File: src/rtl/oram_path_ctrl.sv
`default_nettype none
// ============================================================================
// Module   : oram_path_ctrl
// Brief    : Path ORAM access sequencer. Accepts one access (leaf, dummy
//            flag), reads every bucket on the root-to-leaf path in chunk
//            order, waits for all read data, writes the path back leaf-to-
//            root, waits for all write acknowledgements and signals Done.
//            Dummy and real accesses produce identical memory traffic.
// Revision : 1.0 - initial release
// ============================================================================
module oram_path_ctrl #(
   parameter int MAX_ORAM_L      = 32,
   parameter int MAX_LOG_L       = 5,
   parameter int DRAM_ADDR_WIDTH = 30,
   parameter int BKT_CHUNKS      = 4,
   parameter int MAX_OUTSTANDING = 8
) (
   input  logic                       Clock,
   input  logic                       Reset,
   input  logic [MAX_LOG_L-1:0]       ORAMLevels,
   input  logic                       ReqValid,
   output logic                       ReqReady,
   input  logic [MAX_ORAM_L-1:0]      ReqLeaf,
   input  logic                       ReqDummy,
   output logic                       CmdValid,
   input  logic                       CmdReady,
   output logic                       CmdRead,
   output logic [DRAM_ADDR_WIDTH-1:0] CmdAddr,
   input  logic                       RdBeat,
   input  logic                       WrBeat,
   output logic                       Busy,
   output logic                       Done,
   output logic                       DoneDummy
);

   localparam int c_CHUNK_W = (BKT_CHUNKS > 1) ? $clog2(BKT_CHUNKS) : 1;
   localparam int c_OUT_W   = $clog2(MAX_OUTSTANDING + 1);
   localparam int c_CNT_W   = MAX_LOG_L + 1 + c_CHUNK_W;
   localparam int c_HEAP_W  = MAX_ORAM_L + 1;

   localparam logic [c_CHUNK_W-1:0] c_LAST_CHUNK = c_CHUNK_W'(BKT_CHUNKS - 1);
   localparam logic [c_OUT_W-1:0]   c_MAX_OUT    = c_OUT_W'(MAX_OUTSTANDING);

   typedef enum logic [2:0] {
      S_IDLE       = 3'd0,
      S_READ       = 3'd1,
      S_READ_WAIT  = 3'd2,
      S_WRITE      = 3'd3,
      S_WRITE_WAIT = 3'd4,
      S_DONE       = 3'd5
   } state_t;

   state_t                  r_state;
   state_t                  w_nextState;

   logic [MAX_ORAM_L-1:0]   r_leaf;
   logic [MAX_LOG_L-1:0]    r_levels;
   logic                    r_dummy;
   logic [MAX_LOG_L-1:0]    r_level;
   logic [c_CHUNK_W-1:0]    r_chunk;
   logic [c_OUT_W-1:0]      r_outstanding;
   logic [c_CNT_W-1:0]      r_beatCnt;
   logic [c_CNT_W-1:0]      r_total;

   logic                    w_cmdFire;
   logic                    w_lastChunk;
   logic                    w_lastRdCmd;
   logic                    w_lastWrCmd;
   logic                    w_rdPhase;
   logic                    w_wrPhase;
   logic                    w_rdInc;
   logic                    w_rdDec;
   logic                    w_beatCount;
   logic [c_CNT_W-1:0]      w_reqTotal;
   logic [c_HEAP_W-1:0]     w_leafMask;
   logic [c_HEAP_W-1:0]     w_leafLow;
   logic [c_HEAP_W-1:0]     w_heapIdx;

   assign w_cmdFire   = CmdValid & CmdReady;
   assign w_lastChunk = (r_chunk == c_LAST_CHUNK);
   assign w_lastRdCmd = w_lastChunk && (r_level == r_levels);
   assign w_lastWrCmd = w_lastChunk && (r_level == '0);
   assign w_rdPhase   = (r_state == S_READ) || (r_state == S_READ_WAIT);
   assign w_wrPhase   = (r_state == S_WRITE) || (r_state == S_WRITE_WAIT);
   assign w_rdInc     = w_cmdFire && (r_state == S_READ);
   assign w_rdDec     = RdBeat && w_rdPhase && (r_outstanding != '0);
   assign w_beatCount = ((RdBeat && w_rdPhase) || (WrBeat && w_wrPhase)) && (r_beatCnt != r_total);
   assign w_reqTotal  = (c_CNT_W'(ORAMLevels) + c_CNT_W'(1)) * c_CNT_W'(BKT_CHUNKS);

   // Heap index of the bucket at the current level: nodes above this level
   // plus the leaf's top r_level bits (leaf truncated to the tree depth).
   assign w_leafMask  = ~({c_HEAP_W{1'b1}} << r_levels);
   assign w_leafLow   = {1'b0, r_leaf} & w_leafMask;
   assign w_heapIdx   = ((c_HEAP_W'(1) << r_level) - c_HEAP_W'(1))
                      + (w_leafLow >> (r_levels - r_level));
   assign CmdAddr     = DRAM_ADDR_WIDTH'(w_heapIdx) * DRAM_ADDR_WIDTH'(BKT_CHUNKS)
                      + DRAM_ADDR_WIDTH'(r_chunk);

   // State register.
   always_ff @(posedge Clock) begin
      if (Reset) begin
         r_state <= S_IDLE;
      end else begin
         r_state <= w_nextState;
      end
   end

   // Next-state decode and per-state handshake/status outputs.
   always_comb begin
      w_nextState = r_state;
      ReqReady    = 1'b0;
      CmdValid    = 1'b0;
      CmdRead     = 1'b0;
      Busy        = 1'b1;
      Done        = 1'b0;
      DoneDummy   = 1'b0;
      case (r_state)
         S_IDLE: begin
            ReqReady = 1'b1;
            Busy     = 1'b0;
            if (ReqValid) begin
               w_nextState = S_READ;
            end
         end
         S_READ: begin
            CmdRead  = 1'b1;
            CmdValid = (r_outstanding != c_MAX_OUT);
            if (CmdValid && CmdReady && w_lastRdCmd) begin
               w_nextState = S_READ_WAIT;
            end
         end
         S_READ_WAIT: begin
            if (r_beatCnt == r_total) begin
               w_nextState = S_WRITE;
            end
         end
         S_WRITE: begin
            CmdValid = 1'b1;
            if (CmdReady && w_lastWrCmd) begin
               w_nextState = S_WRITE_WAIT;
            end
         end
         S_WRITE_WAIT: begin
            if (r_beatCnt == r_total) begin
               w_nextState = S_DONE;
            end
         end
         S_DONE: begin
            Done        = 1'b1;
            DoneDummy   = r_dummy;
            w_nextState = S_IDLE;
         end
         default: begin
            w_nextState = S_IDLE;
         end
      endcase
   end

   // Request capture, path walk pointer, in-flight read and beat counters.
   always_ff @(posedge Clock) begin
      if (Reset) begin
         r_leaf        <= '0;
         r_levels      <= '0;
         r_dummy       <= 1'b0;
         r_level       <= '0;
         r_chunk       <= '0;
         r_outstanding <= '0;
         r_beatCnt     <= '0;
         r_total       <= '0;
      end else if (r_state == S_IDLE) begin
         if (ReqValid) begin
            r_leaf        <= ReqLeaf;
            r_levels      <= ORAMLevels;
            r_dummy       <= ReqDummy;
            r_level       <= '0;
            r_chunk       <= '0;
            r_outstanding <= '0;
            r_beatCnt     <= '0;
            r_total       <= w_reqTotal;
         end
      end else begin
         // Walk the path: root-to-leaf for reads, leaf-to-root for writes.
         // At the final bucket the level is left in place, which for reads
         // is exactly the starting level of the write-back.
         if (w_cmdFire) begin
            if (w_lastChunk) begin
               r_chunk <= '0;
               if ((r_state == S_READ) && (r_level != r_levels)) begin
                  r_level <= r_level + MAX_LOG_L'(1);
               end else if ((r_state == S_WRITE) && (r_level != '0)) begin
                  r_level <= r_level - MAX_LOG_L'(1);
               end
            end else begin
               r_chunk <= r_chunk + c_CHUNK_W'(1);
            end
         end

         if (w_rdInc && !w_rdDec) begin
            r_outstanding <= r_outstanding + c_OUT_W'(1);
         end else if (!w_rdInc && w_rdDec) begin
            r_outstanding <= r_outstanding - c_OUT_W'(1);
         end

         // One counter serves both phases; it restarts when writes begin.
         if ((r_state == S_READ_WAIT) && (w_nextState == S_WRITE)) begin
            r_beatCnt <= '0;
         end else if (w_beatCount) begin
            r_beatCnt <= r_beatCnt + c_CNT_W'(1);
         end
      end
   end

endmodule
`default_nettype wire

File: config.mk
export PLATFORM = sky130hd
export DESIGN_NAME = oram_path_ctrl
export DESIGN_NICKNAME = d
export VERILOG_FILES = /design/src/rtl/oram_path_ctrl.sv
export SDC_FILE = /design/constraint.sdc
export NUM_CORES = 1
export LEC_CHECK = 0
export CORE_ASPECT_RATIO = 0.7
export CORE_UTILIZATION = 55
export DETAILED_ROUTE_END_ITERATION = 10
export DONT_BUFFER_PORTS = 1
export GPL_ROUTABILITY_DRIVEN = 1
export PLACE_DENSITY_LB_ADDON = 0.25
export RECOVER_POWER = 25
export SYNTH_ARGS = -nofsm -noshare
export SYNTH_HDL_FRONTEND = slang
export SYNTH_SLANG_ARGS = --single-unit
export TNS_END_PERCENT = 10
File: constraint.sdc
create_clock -name Clock -period 13.36 [get_ports Clock]
set_clock_uncertainty 0.05 [all_clocks]
set_input_delay 2.672 -clock Clock [delete_from_list [all_inputs] [get_ports Clock]]
set_output_delay 2.672 -clock Clock [all_outputs]
set_load 0.02 [all_outputs]
After elaboration in Yosys (flattened, before gate mapping)
Cells that the tools add are included.
{"block": "totals", "ff_bits": 66, "word_cells": 103}
{"block": "classes", "add_sub_neg": 11, "n_eq_ne": 13, "shifts": 3, "n_mux": 30, "n_bitwise": 3, "reduce_logical": 34}
{"op": "32-bit by 33-bit bitwise AND with 33-bit output", "n": 1}
{"op": "33-bit inverter", "n": 1}
{"op": "33-bit by 5-bit << shifter with 33-bit output, first input constant", "n": 1}
{"op": "33-bit by 5-bit right shift with 28-bit output", "n": 1}
{"op": "8-bit two-way mux", "n": 4}
{"op": "30-bit by 2-bit adder with 30-bit output", "n": 1}
{"op": "5-bit two-way mux", "n": 6}
{"op": "28-bit adder", "n": 1}
{"op": "1-bit by 5-bit << shifter with 28-bit output, first input constant", "n": 1}
{"op": "28-bit by 1-bit subtractor with 28-bit output, second input constant", "n": 1}
{"op": "4-bit two-way mux", "n": 4}
{"op": "1-bit logical AND", "n": 15}
{"op": "3-bit two-way mux", "n": 5}
{"op": "3-bit case mux with 5 select lines", "n": 1}
{"op": "3-bit by 2-bit == test with 1-bit output, second input constant", "n": 3}
{"op": "3-bit nonzero test", "n": 3}
{"op": "8-bit by 1-bit adder with 8-bit output, second input constant", "n": 1}
{"op": "8-bit == test", "n": 1}
{"op": "2-bit two-way mux", "n": 4}
{"op": "8-bit inequality test", "n": 1}
{"op": "2-bit AND reduction", "n": 4}
{"op": "5-bit by 1-bit adder with 6-bit output, second input constant", "n": 1}
{"op": "3-bit == test, second input constant", "n": 2}
{"op": "5-bit by 1-bit adder with 5-bit output, second input constant", "n": 1}
{"op": "other kinds (22)", "n": 30}

Depth between registers and ports, before layout
Gate-level depths: netlist of the first run.
{"block": "logic_depth", "word_depth": 9, "ltp_mapped": 24, "ltp_nobuf": 21}

Least setup slack after synthesis of the first run
Ideal clock, no wire load.
{"block": "synth_path", "path_kind": "reg-to-output", "from": "register r_levels[0]", "to": "output port CmdAddr[28]", "arrival_ps": 5351, "setup_slack_ps": 5287, "path_stages_with_launch": 21, "n_path_buf": 4, "cell_sequence": "dfxtp_1 -> buf_6 -> clkbuf_1 -> inv_1 -> ha_1 -> fa_1 -> buf_1 -> mux4_2 -> nor2_1 -> a21oi_1 -> a211oi_1 -> a21oi_1 -> ha_1 -> inv_1 -> ha_1 -> clkbuf_1 -> nand4_1 -> or2_2 -> o211ai_1 -> a311oi_1 -> o311ai_0"}
{"block": "synth_via", "elab_chain_cells": 6, "elab_cells_between_ends": 7, "classes_between": "3 x add/sub; 2 x shift; 2 x bitwise"}
{"element": "start: declaration", "line_no": "57", "source": "logic [MAX_LOG_L-1:0] r_levels;"}
{"element": "start signal: assignment", "line_no": "173", "source": "r_levels <= ORAMLevels;"}
{"element": "33-bit by 5-bit << shifter with 33-bit output", "line_no": "92", "source": "assign w_leafMask = ~({c_HEAP_W{1'b1}} << r_levels);"}
{"element": "33-bit inverter", "line_no": "92"}
{"element": "32-bit by 33-bit bitwise AND with 33-bit output", "line_no": "93", "source": "assign w_leafLow = {1'b0, r_leaf} & w_leafMask;"}
{"element": "33-bit by 5-bit right shift with 28-bit output (*)", "line_no": "95", "source": "+ (w_leafLow >> (r_levels - r_level));"}
{"element": "28-bit adder (*)", "line_no": "95"}
{"element": "30-bit by 2-bit adder with 30-bit output (*)", "line_no": "97", "source": "+ DRAM_ADDR_WIDTH'(r_chunk);"}
{"element": "end: declaration", "line_no": "28", "source": "output logic [DRAM_ADDR_WIDTH-1:0] CmdAddr,"}
Mark *: on every way between the ends. The rest lies on a longest branch, timed or not.

Worst setup path in the final report of the first run
{"block": "layout_path", "from": "register r_levels[0]", "to": "output port CmdAddr[18]"}
The elaborated chain is that of the path after synthesis.

==> results of run 1 <==
==> cells by family (layout without fill, tap and decap cells) <==
logic type	after synthesis	count (layout)	synth area share [%]
buffers and inverters	136	109	7.440
XOR/XNOR	45	45	5.489
multiplexers	39	39	8.224
flip-flops	65	65	18.12
AND/OR/NAND/NOR	363	363	23.45
adder cells (fa/ha/maj)	70	70	12.62
AO/OA/AOI/OAI	273	273	24.66
==> placed cells by master, fill, tap and decap left out, types with 5 or more instances in the layout <==
cell,n
xor2_1,17
nand2b_1,8
ha_1,66
xnor2_1,27
mux2_2,7
nor3_1,18
o211ai_1,18
nand3_1,29
or3_1,5
clkbuf_16,9
nand2_1,157
and2_1,6
a21oi_1,105
a21boi_0,5
o21ai_0,45
mux4_2,14
nor2b_1,15
nand4_1,11
buf_4,10
mux2i_1,17
nor4_1,6
a21o_1,6
and3_1,11
o21a_1,13
a211oi_1,15
dfxtp_1,65
nor2_1,74
or2_2,7
inv_1,80
==> state kept, by name, summed over array words and instances (netlist names) <==
name / cells
r_level: 5
r_outstanding: 4
r_state: 3
r_dummy: 1
r_beatCnt: 8
r_total: 6
r_leaf: 31
r_levels: 5
r_chunk: 2
==> worst min-delay path: stages, from the launching register on <==
cell and delay, ps:
dfxtp_1 310, nand2_1 50, a21oi_1 50
==> Yosys cell counts (5+ instances only) <==
master,number,area share (%)
mux2_2,7,1.1
and2_1,6,0.52
or3_1,5,0.44
xnor2_1,27,3.3
nand3_1,29,2.0
a21oi_1,105,7.3
o21ai_0,44,3.1
a21boi_0,5,0.52
clkbuf_1,32,1.7
buf_1,8,0.42
a21o_1,6,0.63
inv_1,80,4.2
nand2_1,157,8.2
nor2_1,74,3.9
nor3_1,18,1.3
and3_1,11,0.96
nor2b_1,15,1.3
or2_2,7,0.61
nand4_1,11,0.96
dfxtp_1,65,18
a211oi_1,15,1.6
o211ai_1,18,1.9
xor2_1,18,2.2
o21a_1,13,1.4
buf_2,13,0.91
nor4_1,6,0.52
mux4_2,14,4.4
ha_1,66,12
mux2i_1,17,2.4
nand2b_1,8,0.70
==> cell type report <==
type	count	area share (%)
inverters	82	4.094
clock inverters	7	0.7156
multi-input cells	790	71.14
well taps	162	2.696
repair buffers	11	1.048
flip-flops and latches	65	17.31
clock buffers	9	2.996
==> routing by layer <==
layer	wire length (um)	up-vias
met5	0	-
met4	53	0
met3	1538	9
met2	7588	253
met1	9107	3218
li1	-	3478
==> worst min path at each step <==
stage / from / end / slack, ps / cells past startpoint
6_report: r_leaf[5]$_SDFFE_PP0P_ / r_leaf[5]$_SDFFE_PP0P_ / 400 / 2
5_1_grt: r_dummy$_SDFFE_PP0P_ / r_dummy$_SDFFE_PP0P_ / 430 / 2
4_1_cts: r_leaf[5]$_SDFFE_PP0P_ / r_leaf[5]$_SDFFE_PP0P_ / 400 / 2
3_5_place_dp: r_leaf[28]$_SDFFE_PP0P_ / r_leaf[28]$_SDFFE_PP0P_ / 400 / 2
3_3_place_gp: r_leaf[27]$_SDFFE_PP0P_ / r_leaf[27]$_SDFFE_PP0P_ / 390 / 2
2_1_floorplan: r_dummy$_SDFFE_PP0P_ / r_dummy$_SDFFE_PP0P_ / 380 / 2
==> power breakdown <==
group          internal (mW)  total [mW]  switching, mW
Combinational          0.324       0.941          0.618
Sequential             0.204       0.219         0.0147
Clock                  0.127       0.218         0.0910
Total                  0.655        1.38          0.723
==> reports/qor.txt, run 1 <==
Design Area, Final - 7518 sq um
Yosys reg bits - 65
H-tree depth - 3
final core area utilization - 59.71%
final WL - 18.29 mm
Mapped Area - 7181 sq um
Non-Filler Instances - 1126
vias in the first global route - 6316
met1 Usage GRT - 40.57%
Resized Gates After CTS - 0
Detailed Place HPWL - 13.63 mm
Die H - 97.60 um
Filler cells - 1218
Synth async-reset ratio - 0%
Core Box Area - 12590 sq um
CTS Root Cell - clkbuf_16
CTS sink count - 65
GRT Total Usage - 27.40%
Final ANT Viol Nets - 0
Die Footprint - 13520 sq um
layout cells sized above 1 - 7.573%
P per Cell Area - 183.3 nW/um^2
failing checks - design-rule violations, max-capacitance violations, max-slew violations
CP Class - flip-flop to output port
Most Frequent Cell on Critical Path - ha_1
Unique masters post-synth - 79
fin nets - 1073
n_diodes - 0
I/O pins - 80
minimum clock period - 9183 ps
clock latency on the worst-skew pair - 320 ps
multi-input logic area - 5349 sq um
largest net degree at the start of global routing - 62
Area Overhead vs Synth - 4.705%
EDFF count, synth - 0
pre-CTS WS - 4673 ps
FF/Latch Area - 1301 sq um
floorplan row count - 34
CP endpoint kind - output port
sequential share of the synthesized area - 18.12%
CP required - 10640 ps
clk buf depth - 2
slowest CP cell - xnor2_1
placed insts - 1110
cts hold-fix bufs - 0
CTS Buf Count - 9
Least-Margin Pin Slew - 1973 ps
endpoints failing hold - 0
Post-CTS Setup Bufs - 0
hold crit path type - flip-flop to flip-flop
Final Worst Setup Slack - 4177 ps
I/O Buffers - 0
DR pass1 iterations - 8
setup TNS - 0 ps
vias per cell - 6.179
met2 Resource Use GR - 41.62%
startpoint types - flip-flop
grt ovf - 0
worst vdd rail ir drop - 204.5 uV
CP Launch Point - r_levels[0]$_SDFFE_PP0P_
Slew Viols, Final - 45
maximum clock rate - 0.1089 GHz
Tcrit/Tclk final - 68.73%
reg2reg end - r_level[4]$_SDFFE_PP0P_
Crit path buffers/inverters - 3
Max-Cap Viols - 1
clk slew on worst S/H paths - 60 ps
WP data arrival - 6460 ps
delay-heaviest family, CP - compound AO/OA/AOI/OAI gates
Mapped Cells - 991
R2R Setup Slk - 9370 ps
Largest stage delay, worst path - 830 ps
Synth Flop Type - dfxtp_1
initial antenna violation count - 0
Remaining DRCs - 13
global placement routability congestion - 0.9412
final setup fails - 0
CP endpoint - CmdAddr[18]
worst hold slack - 398.5 ps
worst r2r src - r_levels[0]$_SDFFE_PP0P_
die width - 138.6 um
GR peak layer - met2
Syn Area/Cell - 7.246 sq um
Initial Util - 57.03%
Worst R2R Path Depth - 13
Area after DPL - 7247 sq um
syn_nets - 1105
Avg WL per Cell - 16.24 um
crit-path max FO - 18
Tot Pwr - 1.378 mW
Worst slew margin - -31.51%
total number of vias - 6958
crit path cell chain - inv_1 -> ha_1 -> fa_1 -> xnor2_1 -> nand3_1 -> o21ai_1 -> nand2_1 -> o21ai_0 -> o21ai_0 -> ha_1 -> inv_1 -> ha_1 -> a21oi_1 -> o211ai_1 -> o211ai_2 -> a211oi_1 -> o31ai_1 -> or4b_2 -> o311ai_0 -> buf_4
critical path depth - 20
YS warnings - 0
initial drt markers - 575
status - finished with violations
unrepaired setup endpoints after global routing - false
P_leak - 3.084 nW
met3 Usage GRT - 5.619%
TritonCTS clock tree - built
first-pass GRT wire length - 30.58 mm
Note: power is estimated with default switching activity, not from simulation.
==> inputs of run 2 (changes only) <==
clock period = 9.5 ns   (was 13.36 ns; I/O delays follow)
==> run 2 against run 1 <==
  * Power increased by 42%
  * Largest cell class unchanged
  * The run still ends with design-rule violations, max-capacitance violations, max-slew violations left
  * Routed wire length decreased by 1.7%
  * Largest power group unchanged
  * Clock power increased by 50%
  * Sequential power increased by 40%
==> reports/qor.txt, run 2 (synthesized netlist as in run 1, its figures left out) <==
CP required - 7550 ps (was 10640 ps)
fin nets - 1076 (was 1073)
clk buf depth - 2 (unchanged)
R2R Setup Slk - 5410 ps (was 9370 ps)
most frequent cells in the layout - nand2_1, a21oi_1, inv_1 (unchanged)
reg2reg end - r_level[4]$_SDFFE_PP0P_ (unchanged)
clock latency on the worst-skew pair - 330 ps (was 320 ps)
floorplan row count - 34 (unchanged)
H-tree depth - 3 (unchanged)
n_diodes - 0 (unchanged)
CTS sink count - 65 (unchanged)
vias per cell - 6.115 (was 6.179)
largest net degree at the start of global routing - 62 (unchanged)
Tcrit/Tclk final - 89.07%
die width - 138.6 um (unchanged)
setup TNS - 0 ps (unchanged)
cts hold-fix bufs - 0 (unchanged)
P per Cell Area - 258.9 nW/um^2 (was 183.3 nW/um^2)
WP data arrival - 6510 ps (was 6460 ps)
hold depth - 2 (unchanged)
CTS Buf Count - 9 (unchanged)
Least-Margin Pin Slew - 1926 ps (was 1973 ps)
layout cells sized above 1 - 7.859% (was 7.573%)
TritonCTS clock tree - built (unchanged)
Area Overhead vs Synth - 5.314% (was 4.705%)
initial antenna violation count - 0 (unchanged)
Worst R2R Path Depth - 12 (was 13)
worst hold slack - 407.0 ps (was 398.5 ps)
hold wc startpoint - r_dummy$_SDFFE_PP0P_ (was r_leaf[5]$_SDFFE_PP0P_)
unrepaired setup endpoints after global routing - false (unchanged)
Post-CTS Setup Bufs - 0 (unchanged)
first-pass GRT wire length - 30.82 mm (was 30.58 mm)
Max-Cap Viols - 1 (unchanged)
I/O pins - 80 (unchanged)
CP endpoint kind - output port (unchanged)
final core area utilization - 60.06% (was 59.71%)
Die H - 97.60 um (unchanged)
minimum clock period - 8462 ps
P_leak - 3.111 nW (was 3.084 nW)
maximum clock rate - 0.1182 GHz
crit-path max FO - 23 (was 18)
Final ANT Viol Nets - 0 (unchanged)
total number of vias - 6904 (was 6958)
grt ovf - 0 (unchanged)
Worst slew margin - -28.39% (was -31.51%)
Area after DPL - 7269 sq um (was 7247 sq um)
final WL - 17.98 mm (was 18.29 mm)
Hold Path End - r_dummy$_SDFFE_PP0P_ (was r_leaf[5]$_SDFFE_PP0P_)
I/O Buffers - 0 (unchanged)
Design Area, Final - 7562 sq um (was 7518 sq um)
Initial Util - 57.03% (unchanged)
worst vdd rail ir drop - 240.7 uV (was 204.5 uV)
Detailed Place HPWL - 13.72 mm (was 13.63 mm)
final setup fails - 0 (unchanged)
hold crit path type - flip-flop to flip-flop (unchanged)
failing checks - design-rule violations, max-capacitance violations, max-slew violations (unchanged)
Remaining DRCs - 12 (was 13)
Slew Viols, Final - 45 (unchanged)
CP Class - flip-flop to output port (unchanged)
max FFs per register - 31 (unchanged)
vias in the first global route - 6335 (was 6316)
Largest Register - r_leaf (unchanged)
status - finished with violations (unchanged)
CP Launch Point - r_levels[0]$_SDFFE_PP0P_ (unchanged)
biggest registers after layout - r_leaf x31, r_beatCnt x8, r_total x6 (unchanged)
initial drt markers - 610 (was 575)
Die Footprint - 13520 sq um (unchanged)
Core Box Area - 12590 sq um (unchanged)
Avg WL per Cell - 15.93 um (was 16.24 um)
CTS Root Cell - clkbuf_16 (unchanged)
clk slew on worst S/H paths - 60 ps (about the same)
GRT Total Usage - 27.79% (was 27.40%)
Resized Gates After CTS - 0 (unchanged)
startpoint types - flip-flop (unchanged)
global placement routability congestion - 0.9258 (was 0.9412)
worst r2r src - r_levels[0]$_SDFFE_PP0P_ (unchanged)
DR pass1 iterations - 8 (unchanged)
most common cell after layout, fill and taps aside - nand2_1 (unchanged)
endpoints failing hold - 0 (unchanged)
[run 2: cell types whose count changed in the layout (fill, tap and decap cells not counted)]
| cell | previous run | this run |
|---|---|---|
| buf_4 | 10 | 13 |
| bufinv_16 | 0 | 1 |
| clkbuf_1 | 1 | 2 |
| clkinvlp_4 | 3 | 2 |
| inv_6 | 2 | 1 |
| o21ai_0 | 45 | 44 |
| o21ai_2 | 0 | 1 |
[run 2: critical path, cell delays in order, from the launching register on]
cell      delay (ps)
dfxtp_1          760
inv_1            150
ha_1             270
fa_1             450
xor2_2           860
mux2i_1          230
o21ai_0          420
o21ai_0          180
ha_1             350
inv_1             50
ha_1             280
a21oi_1          220
o211ai_1         170
o211ai_2         360
a211oi_1         180
o31ai_1          310
or4b_2           610
o311ai_0         110
buf_4            200
[run 2: how the worst max path moves through the flow]
stage                        to  slack [ps]  depth (start not counted)
detailed placement  CmdAddr[18]        1540                         20
floorplan           CmdAddr[28]        2200                         20
CTS                 CmdAddr[18]        1150                         20
finish              CmdAddr[18]        1040                         18
global placement    CmdAddr[18]        1580                         18
global route        CmdAddr[18]         590                         18
[run 2: metrics by stage]
stage                     cells  setup WS [ps]  power (mW)
after global placement     1113           1582       1.612
after global routing       1129          585.9       2.123
after floorplan             991           2199       1.409
after detailed placement   1113           1537       1.624
after CTS                  1129           1155       1.958
final                      1129           1038       1.958
[run 2: cell type report]
| cell class | count | area, sq um |
|---|---|---|
| Sequential cell | 65 | 1301 |
| Timing Repair Buffer | 14 | 101.3 |
| Clock buffer | 10 | 229.0 |
| Multi-Input combinational cell | 790 | 5353 |
| Clock inverter | 6 | 67.56 |
| Tap cell | 162 | 202.7 |
| Fill cell | 1179 | 5030 |
| Inverter | 82 | 307.8 |
[run 2: power by group]
group / internal (mW) / switching (mW)
Combinational: 0.458 / 0.865
Clock: 0.204 / 0.124
Sequential: 0.288 / 0.0192
Total: 0.950 / 1.01
[run 2: routing by layer]
metal / global-route usage (%) / wire length, um / share of wire [%]
met1: 40.95 / 8722 / 49
met2: 41.31 / 7388 / 41
met3: 6.900 / 1764 / 9.8
met4: 3.630 / 106 / 0.59
met5: 0 / 0 / 0
==> inputs of run 3 (changes only) <==
ABC_AREA = 1   (was default)
==> run 3 against run 2 <==
  * The run ends with max-capacitance violations, max-slew violations left
  * Sequential share of layout area fell by 0.53 points
  * Area after synthesis rose by 4.0%
  * Global-route usage rose by 2.8 points
  * Critical path depth rose by 3
  * Largest cell class unchanged
  * Register-to-register slack improved by 310 ps
  * Core utilization fell by 0.85 points
  * Synthesized cell count rose by 28%
==> reports/qor.txt, run 3 <==
layout cells sized above 1 - 3.371% (was 7.859%)
hold crit path type - flip-flop to flip-flop (unchanged)
Yosys reg bits - 65 (unchanged)
CP required - 7550 ps (about the same)
most common cell after layout, fill and taps aside - nand2_1 (unchanged)
Area contributors post-synth - dfxtp_1, nand3_1, nand2_1 (was dfxtp_1, ha_1, nand2_1)
fin nets - 1355 (was 1076)
clock latency on the worst-skew pair - 330 ps (about the same)
WP data arrival - 5740 ps (was 6510 ps)
die width - 141.3 um (was 138.6 um)
first-pass GRT wire length - 34.49 mm (was 30.82 mm)
Mapped Cells - 1272 (was 991)
CTS Buf Count - 9 (unchanged)
setup TNS - 0 ps (unchanged)
Avg WL per Cell - 14.26 um (was 15.93 um)
Core Box Area - 13180 sq um (was 12590 sq um)
Max-Cap Viols - 1 (unchanged)
crit-path max FO - 28 (was 23)
Final ANT Viol Nets - 0 (unchanged)
Final Worst Setup Slack - 1808 ps (was 1038 ps)
Largest Register - r_leaf (unchanged)
failing checks - max-capacitance violations, max-slew violations (was design-rule violations, max-capacitance violations, max-slew violations)
Synth Flop Type - dfxtp_1 (unchanged)
I/O Buffers - 0 (unchanged)
clk buf depth - 2 (unchanged)
clk slew on worst S/H paths - 50 ps (was 60 ps)
vias in the first global route - 7299 (was 6335)
CTS sink count - 65 (unchanged)
Mapped Area - 7468 sq um (was 7181 sq um)
Initial Util - 56.66% (was 57.03%)
Synth top area share - 17.42% (was 18.12%)
unrepaired setup endpoints after global routing - false (unchanged)
Unique masters post-synth - 43 (was 79)
floorplan row count - 35 (was 34)
Resized Gates After CTS - 0 (unchanged)
startpoint types - flip-flop (unchanged)
GRT Total Usage - 30.55% (was 27.79%)
CP endpoint kind - output port (unchanged)
final core area utilization - 59.20% (was 60.06%)
total number of vias - 8158 (was 6904)
sequential share of the synthesized area - 17.42% (was 18.12%)
global placement routability congestion - 0.9742 (was 0.9258)
maximum clock rate - 0.1300 GHz (was 0.1182 GHz)
grt ovf - 0 (unchanged)
CP Class - flip-flop to output port (unchanged)
status - finished with violations (unchanged)
max FFs per register - 31 (unchanged)
Synth area leader - dfxtp_1 (unchanged)
Remaining DRCs - 0 (was 12)
syn_nets - 1386 (was 1105)
n_diodes - 0 (unchanged)
Die H - 99.50 um (was 97.60 um)
Slew Viols, Final - 55 (was 45)
Detailed Place HPWL - 16.21 mm (was 13.72 mm)
minimum clock period - 7692 ps (was 8462 ps)
hold depth - 2 (unchanged)
cts hold-fix bufs - 0 (unchanged)
YS warnings - 0 (unchanged)
most frequent cells in the layout - nand2_1, nand3_1, inv_1 (was nand2_1, a21oi_1, inv_1)
Commonest cells post-synth - nand2_1, nand3_1, inv_1 (was nand2_1, a21oi_1, inv_1)
Least-Margin Pin Slew - 2073 ps (was 1926 ps)
CP Launch Point - r_level[2]$_SDFFE_PP0P_ (was r_levels[0]$_SDFFE_PP0P_)
initial drt markers - 668 (was 610)
TritonCTS clock tree - built (unchanged)
endpoints failing hold - 0 (unchanged)
biggest registers after layout - r_leaf x31, r_beatCnt x8, r_total x6 (unchanged)
pre-CTS WS - 2330 ps (was 1537 ps)
H-tree depth - 3 (unchanged)
final setup fails - 0 (unchanged)
CTS Root Cell - clkbuf_16 (unchanged)
final WL - 20.41 mm (was 17.98 mm)
Filler cells - 1393 (was 1179)
vias per cell - 5.701 (was 6.115)
initial antenna violation count - 0 (unchanged)
Die Footprint - 14060 sq um (was 13520 sq um)
worst r2r src - r_state[2]$_SDFF_PP0_ (was r_levels[0]$_SDFFE_PP0P_)
Synth async-reset ratio - 0% (unchanged)
Area Overhead vs Synth - 4.490% (was 5.314%)
Worst R2R Path Depth - 8 (was 12)
I/O pins - 80 (unchanged)
largest net degree at the start of global routing - 55 (was 62)
Post-CTS Setup Bufs - 0 (unchanged)
Worst slew margin - -38.21% (was -28.39%)
Tcrit/Tclk final - 80.97% (was 89.07%)
DR pass1 iterations - 5 (was 8)
EDFF count, synth - 0 (unchanged)
most frequent cell after synthesis - nand2_1 (unchanged)
Syn Area/Cell - 5.871 sq um (was 7.246 sq um)
hold wc startpoint - r_leaf[8]$_SDFFE_PP0P_ (was r_dummy$_SDFFE_PP0P_)
## run 3: worst paths after layout
| kind | end | slack, ps |
|---|---|---|
| setup / recovery | CmdAddr[19] | 1810 |
| hold / removal | r_leaf[8]$_SDFFE_PP0P_ | 410 |
| setup reg to reg | r_levels[3]$_SDFFE_PP0P_ | 5720 |
| hold reg to reg | r_leaf[8]$_SDFFE_PP0P_ | 410 |
## run 3: cells by family (layout without fill, tap and decap cells)
family / after synthesis / after routing / share of synthesized area (%)
AND/OR/NAND/NOR: 698 / 698 / 40.81
XOR/XNOR: 37 / 37 / 4.691
flip-flops: 65 / 65 / 17.42
AO/OA/AOI/OAI: 194 / 194 / 13.80
buffers and inverters: 208 / 182 / 11.14
adder cells (fa/ha/maj): 70 / 70 / 12.13
## run 3: worst max-delay path: stages (launching register included)
cell,delay (ps)
dfxtp_1,550
inv_1,180
ha_1,390
a21oi_1,220
o21ai_2,100
xnor2_2,710
inv_2,390
nand3_1,220
nand3_1,160
nand2_1,100
inv_1,40
ha_1,160
inv_1,50
ha_1,150
inv_1,50
fa_1,420
nor3_1,270
nor2_1,110
o21ai_0,520
nand2_1,110
nand2_1,100
xor2_1,390
## run 3: routing by layer
| layer | routed length [um] | global-route usage (%) | up-vias | share of wire (%) |
|---|---|---|---|---|
| li1 | - | - | 4151 | - |
| met1 | 10100 | 44.51 | 3688 | 49 |
| met2 | 8077 | 44.40 | 295 | 40 |
| met3 | 2063 | 8.714 | 24 | 10 |
| met4 | 172 | 5.853 | 0 | 0.84 |
| met5 | 0 | 0 | - | 0 |
## run 3: through the flow
step / cells / hold slack, ps / area, sq um
CTS: 1431 / 407.8 / 7826
floorplan: 1272 / 380.0 / 7468
global placement: 1415 / 393.6 / 7536
global route: 1431 / 436.9 / 7804
finish: 1431 / 409.1 / 7804
detailed placement: 1415 / 399.3 / 7536
## run 3: layout make-up
class | count | area [sq um] | share of cell area (%)
timing repair buffer | 10 | 67.56 | 0.8658
tap | 185 | 231.5 | 2.966
clock inverter | 3 | 40.04 | 0.5131
sequential | 65 | 1301 | 16.67
multi-input combinational | 999 | 5328 | 68.27
clock buffer | 13 | 250.2 | 3.207
inverter | 156 | 585.6 | 7.504
Power of run 3 is not shown: default switching activity piles up to over one toggle a cycle in this logic, so the estimate is an artifact.
